**src/rtl/packet_bank_tx_if.sv**
```systemverilog
// Bus bundle for packet_bank_tx: start/abort command inputs, SRAM read port
// and the framed serial output. The master modport is the transmitter's view;
// the slave modport is the host/SRAM/receiver view of the same wires.
interface packet_bank_tx_if #(
    parameter int BW_MEM   = 16,
    parameter int MAX_LINE = 256,
    parameter int ADDR_W   = $clog2(MAX_LINE)
) ();
    logic              start;
    logic [ADDR_W:0]   num_words;
    logic              abort;
    logic              mem_rd_en;
    logic [ADDR_W-1:0] mem_addr;
    logic [BW_MEM-1:0] mem_data_in;
    logic              data_out;
    logic              sos;
    logic              eos;
    logic              busy;
    logic              done;

    modport master (
        input  start, num_words, abort, mem_data_in,
        output mem_rd_en, mem_addr, data_out, sos, eos, busy, done
    );

    modport slave (
        output start, num_words, abort, mem_data_in,
        input  mem_rd_en, mem_addr, data_out, sos, eos, busy, done
    );
endinterface

```
**src/rtl/packet_bank_tx.sv**
```systemverilog
// packet_bank_tx: serial transmitter for the packet-bank link.
// Reads up to MAX_LINE words from an SRAM with 1-cycle read latency and sends
// them MSB-first on a single wire, framed by a one-cycle sos before the first
// bit and a one-cycle eos after the last bit. Words go out back-to-back: the
// next word is prefetched two bit-times before the end of the current one.
// Optional build macro PACKET_BANK_TX_PARITY_EN appends one even-parity bit
// after every word (S = BW_MEM+1 bit-times per word instead of BW_MEM).
// All outputs are decoded from registers only.
module packet_bank_tx #(
    parameter int BW_MEM   = 16,
    parameter int MAX_LINE = 256,
    parameter int ADDR_W   = $clog2(MAX_LINE)
) (
    input  logic               clk,
    input  logic               reset,
    packet_bank_tx_if.master   bus
);

`ifdef PACKET_BANK_TX_PARITY_EN
    localparam int S = BW_MEM + 1;
`else
    localparam int S = BW_MEM;
`endif
    // Bit index must reach S-1 in either build.
    localparam int IDX_W = $clog2(BW_MEM + 2);
    localparam logic [ADDR_W:0] MAX_WORDS = (ADDR_W + 1)'(MAX_LINE);
    localparam logic [IDX_W-1:0] IDX_LAST     = IDX_W'(S - 1);
    localparam logic [IDX_W-1:0] IDX_PREFETCH = IDX_W'(S - 2);

    typedef enum logic [2:0] {
        ST_IDLE  = 3'd0,
        ST_FETCH = 3'd1,
        ST_SOS   = 3'd2,
        ST_SHIFT = 3'd3,
        ST_EOS   = 3'd4,
        ST_DONE  = 3'd5
    } state_t;

    state_t             state_reg;
    logic [ADDR_W:0]    words_left_reg;   // words not yet read from SRAM
    logic [ADDR_W-1:0]  addr_reg;         // address of the next SRAM read
    logic [BW_MEM-1:0]  shift_reg;
    logic [BW_MEM-1:0]  hold_reg;
    logic               rd_pending_reg;   // a read was issued last cycle
    logic               next_valid_reg;   // a prefetched word follows this one
    logic [IDX_W-1:0]   bit_idx_reg;
    logic               aborted_reg;
`ifdef PACKET_BANK_TX_PARITY_EN
    logic               parity_reg;       // even parity of the word in shift_reg
`endif

    logic               rd_now;
    logic [BW_MEM-1:0]  hold_next;
    logic               data_bit;
    logic [ADDR_W:0]    start_words;

    // A read is issued in FETCH, and in SHIFT two bit-times before the end of
    // a word when more words remain.
    always_comb begin
        rd_now = 1'b0;
        if (state_reg == ST_FETCH) begin
            rd_now = 1'b1;
        end else if (state_reg == ST_SHIFT && bit_idx_reg == IDX_PREFETCH &&
                     words_left_reg != '0) begin
            rd_now = 1'b1;
        end
    end

    // Read data lands in the hold register the cycle after a read; bypass it so
    // the reload at the last bit-time sees the word arriving this cycle.
    assign hold_next   = rd_pending_reg ? bus.mem_data_in : hold_reg;

    // Clamp the requested frame length to the SRAM depth.
    assign start_words = (bus.num_words > MAX_WORDS) ? MAX_WORDS : bus.num_words;

    // Serial data: shift register MSB while shifting (parity bit in its slot).
    always_comb begin
        data_bit = 1'b0;
        if (state_reg == ST_SHIFT) begin
`ifdef PACKET_BANK_TX_PARITY_EN
            if (bit_idx_reg == IDX_LAST) begin
                data_bit = parity_reg;
            end else begin
                data_bit = shift_reg[BW_MEM-1];
            end
`else
            data_bit = shift_reg[BW_MEM-1];
`endif
        end
    end

    assign bus.mem_rd_en = rd_now;
    assign bus.mem_addr  = rd_now ? addr_reg : '0;
    assign bus.data_out  = data_bit;
    assign bus.sos       = (state_reg == ST_SOS);
    assign bus.eos       = (state_reg == ST_EOS);
    assign bus.busy      = (state_reg == ST_FETCH) || (state_reg == ST_SOS) ||
                           (state_reg == ST_SHIFT) || (state_reg == ST_EOS);
    assign bus.done      = (state_reg == ST_DONE);

    // Frame sequencer together with the fetch/shift datapath.
    always_ff @(posedge clk or posedge reset) begin
        if (reset) begin
            state_reg      <= ST_IDLE;
            words_left_reg <= '0;
            addr_reg       <= '0;
            shift_reg      <= '0;
            hold_reg       <= '0;
            rd_pending_reg <= 1'b0;
            next_valid_reg <= 1'b0;
            bit_idx_reg    <= '0;
            aborted_reg    <= 1'b0;
`ifdef PACKET_BANK_TX_PARITY_EN
            parity_reg     <= 1'b0;
`endif
        end else begin
            rd_pending_reg <= rd_now;
            if (rd_pending_reg) begin
                hold_reg <= bus.mem_data_in;
            end
            if (rd_now) begin
                addr_reg       <= addr_reg + ADDR_W'(1);
                words_left_reg <= words_left_reg - (ADDR_W + 1)'(1);
            end

            case (state_reg)
                ST_IDLE: begin
                    if (bus.start && bus.num_words != '0) begin
                        words_left_reg <= start_words;
                        addr_reg       <= '0;
                        next_valid_reg <= 1'b0;
                        aborted_reg    <= 1'b0;
                        state_reg      <= ST_FETCH;
                    end
                end

                ST_FETCH: begin
                    if (bus.abort) begin
                        aborted_reg <= 1'b1;
                        state_reg   <= ST_EOS;
                    end else begin
                        state_reg   <= ST_SOS;
                    end
                end

                ST_SOS: begin
                    if (bus.abort) begin
                        aborted_reg <= 1'b1;
                        state_reg   <= ST_EOS;
                    end else begin
                        shift_reg   <= bus.mem_data_in;
`ifdef PACKET_BANK_TX_PARITY_EN
                        parity_reg  <= ^bus.mem_data_in;
`endif
                        bit_idx_reg <= '0;
                        state_reg   <= ST_SHIFT;
                    end
                end

                ST_SHIFT: begin
                    if (bus.abort) begin
                        aborted_reg <= 1'b1;
                        state_reg   <= ST_EOS;
                    end else if (bit_idx_reg == IDX_LAST) begin
                        if (next_valid_reg) begin
                            shift_reg      <= hold_next;
`ifdef PACKET_BANK_TX_PARITY_EN
                            parity_reg     <= ^hold_next;
`endif
                            bit_idx_reg    <= '0;
                            next_valid_reg <= 1'b0;
                        end else begin
                            state_reg      <= ST_EOS;
                        end
                    end else begin
                        shift_reg   <= {shift_reg[BW_MEM-2:0], 1'b0};
                        bit_idx_reg <= bit_idx_reg + IDX_W'(1);
                        if (rd_now) begin
                            next_valid_reg <= 1'b1;
                        end
                    end
                end

                ST_EOS: begin
                    state_reg <= aborted_reg ? ST_IDLE : ST_DONE;
                end

                ST_DONE: begin
                    state_reg <= ST_IDLE;
                end

                default: begin
                    state_reg <= ST_IDLE;
                end
            endcase
        end
    end

endmodule

```
**src/flat_wrapper.sv**
```systemverilog
// flat-port wrapper written by rule: the top's interface ports become plain ports
module packet_bank_tx_flat 
#(
    parameter int BW_MEM   = 16,
    parameter int MAX_LINE = 256,
    parameter int ADDR_W   = $clog2(MAX_LINE)
)
  (clk, reset, bus_start, bus_num_words, bus_abort, bus_mem_data_in, bus_mem_rd_en, bus_mem_addr, bus_data_out, bus_sos, bus_eos, bus_busy, bus_done);
  packet_bank_tx_if #(.BW_MEM(BW_MEM), .MAX_LINE(MAX_LINE), .ADDR_W(ADDR_W)) bus_i ();
  input  logic clk;
  input  logic reset;
  input wire logic [$bits(bus_i.start)-1:0] bus_start;
  input wire logic [$bits(bus_i.num_words)-1:0] bus_num_words;
  input wire logic [$bits(bus_i.abort)-1:0] bus_abort;
  input wire logic [$bits(bus_i.mem_data_in)-1:0] bus_mem_data_in;
  output wire logic [$bits(bus_i.mem_rd_en)-1:0] bus_mem_rd_en;
  output wire logic [$bits(bus_i.mem_addr)-1:0] bus_mem_addr;
  output wire logic [$bits(bus_i.data_out)-1:0] bus_data_out;
  output wire logic [$bits(bus_i.sos)-1:0] bus_sos;
  output wire logic [$bits(bus_i.eos)-1:0] bus_eos;
  output wire logic [$bits(bus_i.busy)-1:0] bus_busy;
  output wire logic [$bits(bus_i.done)-1:0] bus_done;
  assign bus_i.start = bus_start;
  assign bus_i.num_words = bus_num_words;
  assign bus_i.abort = bus_abort;
  assign bus_i.mem_data_in = bus_mem_data_in;
  assign bus_mem_rd_en = bus_i.mem_rd_en;
  assign bus_mem_addr = bus_i.mem_addr;
  assign bus_data_out = bus_i.data_out;
  assign bus_sos = bus_i.sos;
  assign bus_eos = bus_i.eos;
  assign bus_busy = bus_i.busy;
  assign bus_done = bus_i.done;
  packet_bank_tx #(.BW_MEM(BW_MEM), .MAX_LINE(MAX_LINE), .ADDR_W(ADDR_W)) u_core (.clk(clk), .reset(reset), .bus(bus_i));
endmodule
```
**config.mk**
```make
export PLATFORM = sky130hd
export DESIGN_NAME = packet_bank_tx_flat
export DESIGN_NICKNAME = d
export VERILOG_FILES = /design/src/rtl/packet_bank_tx_if.sv /design/src/rtl/packet_bank_tx.sv /design/src/flat_wrapper.sv
export SDC_FILE = /design/constraint.sdc
export NUM_CORES = 1
export LEC_CHECK = 0
export CAP_MARGIN = 20
export CORE_ASPECT_RATIO = 0.8
export CORE_UTILIZATION = 50
export DETAILED_ROUTE_END_ITERATION = 8
export DONT_BUFFER_PORTS = 1
export GPL_TIMING_DRIVEN = 0
export PLACE_DENSITY_LB_ADDON = 0.25
export SYNTH_ARGS = -nofsm -noshare
export SYNTH_HDL_FRONTEND = slang
export SYNTH_SLANG_ARGS = --single-unit
```
**constraint.sdc**
```tcl
create_clock -name clk -period 2.56 [get_ports clk]
set_input_delay 0 -clock clk [delete_from_list [all_inputs] [get_ports clk]]
set_output_delay 0 -clock clk [all_outputs]
set_load 0.1 [all_outputs]
```
==> impl_metrics.ini <==
[finish]
areaGrowthSynthToFinish_pct = 21.30
drive_above_1_share_pct = 16.83
fin_util_pct = 64.94
num-nets-final = 428
final_cell_area_um2 = 3961
final_cells = 480

[global_routing]
overflow = 0
grt_pass1_wl_mm = 12.52
grt_pass1_vias = 2516
grt_max_degree = 40
grt_use_met1_pct = 33.86
use_met2_pct = 36.30
top_usage_layer = met2
grt_usage_pct = 23.90
antenna_found_initial = 1
use_met3_pct = 5.317

[place]
dpl_cell_area_um2 = 3443
gp_congestion = 0.8783
port-buffer-count = 0
dp_hpwl_mm = 5.117
dp.cells = 435

[critical_path]
slowest_delay_ns = 0.82
r2r_start = u_core.state_reg[2]
slowest_stage = nor3_4
crit_fanout = 10
timing.rr.end = u_core.words_left_reg[6]
start_kind = flip-flop
crit_type = reg2out
crit_path_cell_trace = buf_2, nand3b_1, o21a_1, buf_4, nor3_4
crit_required_ns = 2.56
worst_setup_path_end_kind = primary output
reg2reg_depth = 7
worst-r2r-setup-slack_ns = 0.23
cp.arrival_ns = 2.38

[yosys]
yosys-top-cells-area = dfrtp_1 46%, mux2_2 5.5%, nor2_1 5.4%
synth_edf_count = 0
async_reset_ff_share_pct = 100.0
synth_top_cell_by_area = dfrtp_1
synthTopCellsByCount = 60 x dfrtp_1, 47 x nor2_1, 40 x nand2_1
syn_area_um2 = 3266
ys_dominant_reg_cell = dfrtp_1
yosysSeqAreaShare_pct = 45.98
avgSynthCellArea_um2 = 9.277
synth.most_common_cell = dfrtp_1
syn-num-nets = 385
ys_ff_latch = 60
ys.warnings.count = 0
synth.top_cell.area_share_pct = 45.98
ys_types = 49
postSynthCellCount = 352

[clock_tree]
htree_levels = 3
cts_max_path_buffers = 2
path_clk_slew_ns = 0.06
clkSinkCount = 60
clkLatencyLatePin_ns = 0.33
root_buffer = clkbuf_8
cts_buffers = 9
cts_tree = built

[sta]
rsz0062_at_grt = false
maxSlewHeadroom_pct = 29.20
setup_viol = 0
skew_ns = 0.007495
fin_crit_sh_pct = 93.10
finalHoldViolations = 0
tns_ns = 0
max_freq_mhz = 419.6
min_period_ns = 2.383
worst_pin_slew_ns = 1.061
slew_viol_final = 0

[routing]
vias = 2738
routed_wl_mm = 7.513
vias_per_cell = 5.704
routedWlPerCell_um = 15.65
drtPass1Iterations = 4
dr.first_iter.drc_count = 171
drt_drc_violations_left = 0
postRouteAntennaNets = 0

[worst_hold_path]
worst_hold_path.num_cells = 4
hp-class = in2reg
min_from = bus_num_words[4]
holdPathEnd = u_core.state_reg[0]

[die]
die_area_um2 = 6861
core-area_um2 = 6100
dieWidth_um = 92.36
rows = 25
io_pins = 43
fp.dieH_um = 74.29
start_util_pct = 53.54

[status]
status = completed

[run]
cap_violations = 0

[power]
irDropWorstVdd_mv = 0.5186
power_leakage_nw = 1.698
power_density_nw_per_um2 = 1118
power breakdown:
part	switching (mW)	total (mW)	internal, mW
clock network	0.349	0.894	0.545
registers	0.227	1.56	1.33
logic	1.26	1.98	0.716
total	1.84	4.43	2.59
cell usage in the layout (no fill, tap or decap), types with 5 or more instances in the layout:
| cell | count |
|---|---|
| o21ai_0 | 27 |
| nand3b_1 | 5 |
| nor2_1 | 46 |
| buf_2 | 10 |
| and3_2 | 7 |
| inv_1 | 11 |
| dlygate4sd3_1 | 28 |
| dfrtp_1 | 60 |
| nand3_1 | 8 |
| mux2_2 | 16 |
| xor2_1 | 6 |
| nor3_1 | 8 |
| a21oi_1 | 8 |
| nand4_1 | 6 |
| clkbuf_1 | 9 |
| clkbuf_8 | 13 |
| nand2_1 | 40 |
| o31a_1 | 15 |
| xnor2_1 | 6 |
routing by layer:
| metal | up-vias | share of wire (%) |
|---|---|---|
| met4 | 0 | 1.4 |
| met3 | 14 | 5.7 |
| li1 | 1321 | - |
| met5 | - | 0 |
| met2 | 69 | 45 |
| met1 | 1334 | 48 |
worst max-delay path: cells and delay by family (launching register included):
family,cells,cell delay (ns)
compound gates,1,0.20
simple gates,2,1.04
flops,1,0.41
buf+inv,2,0.41
layout make-up:
class,count,area (um2)
clock buffer,13,178.9
inverter,12,45.04
antenna,1,2.502
tap,81,101.3
multi-input combinational,256,1654
sequential,60,1501
timing repair buffer,32,330.3
clock inverter,1,30.03
fill,505,2138
buffer,24,117.6
timing repair:
item / CTS / global route
hold endpoints to repair: 67 / 0
gates cloned: 0 / 0
buffers inserted: 0 / 2
setup endpoints to repair: 7 / 18
pin swaps: 0 / 1
hold buffers: 28 / 0
resized for setup: 7 / 3
cell families (layout without fill, tap and decap cells):
kind of cell	count (synthesis)	in the layout	share of synthesized area (%)
xor gates and xnor gates	13	13	3.487
muxes	16	16	5.517
other	0	1	0
and+or+nand+nor	150	150	23.83
buffers and inverters	36	82	4.981
adders and majority gates	4	4	1.533
AOI/OAI and AO/OA	73	73	14.67
DFF	60	60	45.98
stage by stage:
stage          hold slack [ns]  power, mW  worst slack, ns
2_1_floorplan           0.1168      3.064           0.1765
3_3_place_gp            0.1270      3.341          0.03678
3_5_place_dp          -0.04668      3.492          0.03753
4_1_cts                0.07310      4.436          0.03186
5_1_grt                 0.1379      4.707          0.08392
6_report                0.1095      4.430           0.1768
worst max path at each step:
stage / startpoint / endpoint / slack (ns)
2_1_floorplan: u_core.state_reg[0] / bus_busy / 0.18
3_3_place_gp: u_core.state_reg[0] / bus_busy / 0.04
3_5_place_dp: u_core.state_reg[2] / u_core.addr_reg[0] / 0.04
4_1_cts: u_core.state_reg[2] / bus_mem_addr[6] / 0.03
5_1_grt: u_core.bit_idx_reg[0] / bus_mem_addr[5] / 0.08
6_report: u_core.state_reg[2] / bus_mem_addr[4] / 0.18
(Power assumes the default switching activity.)
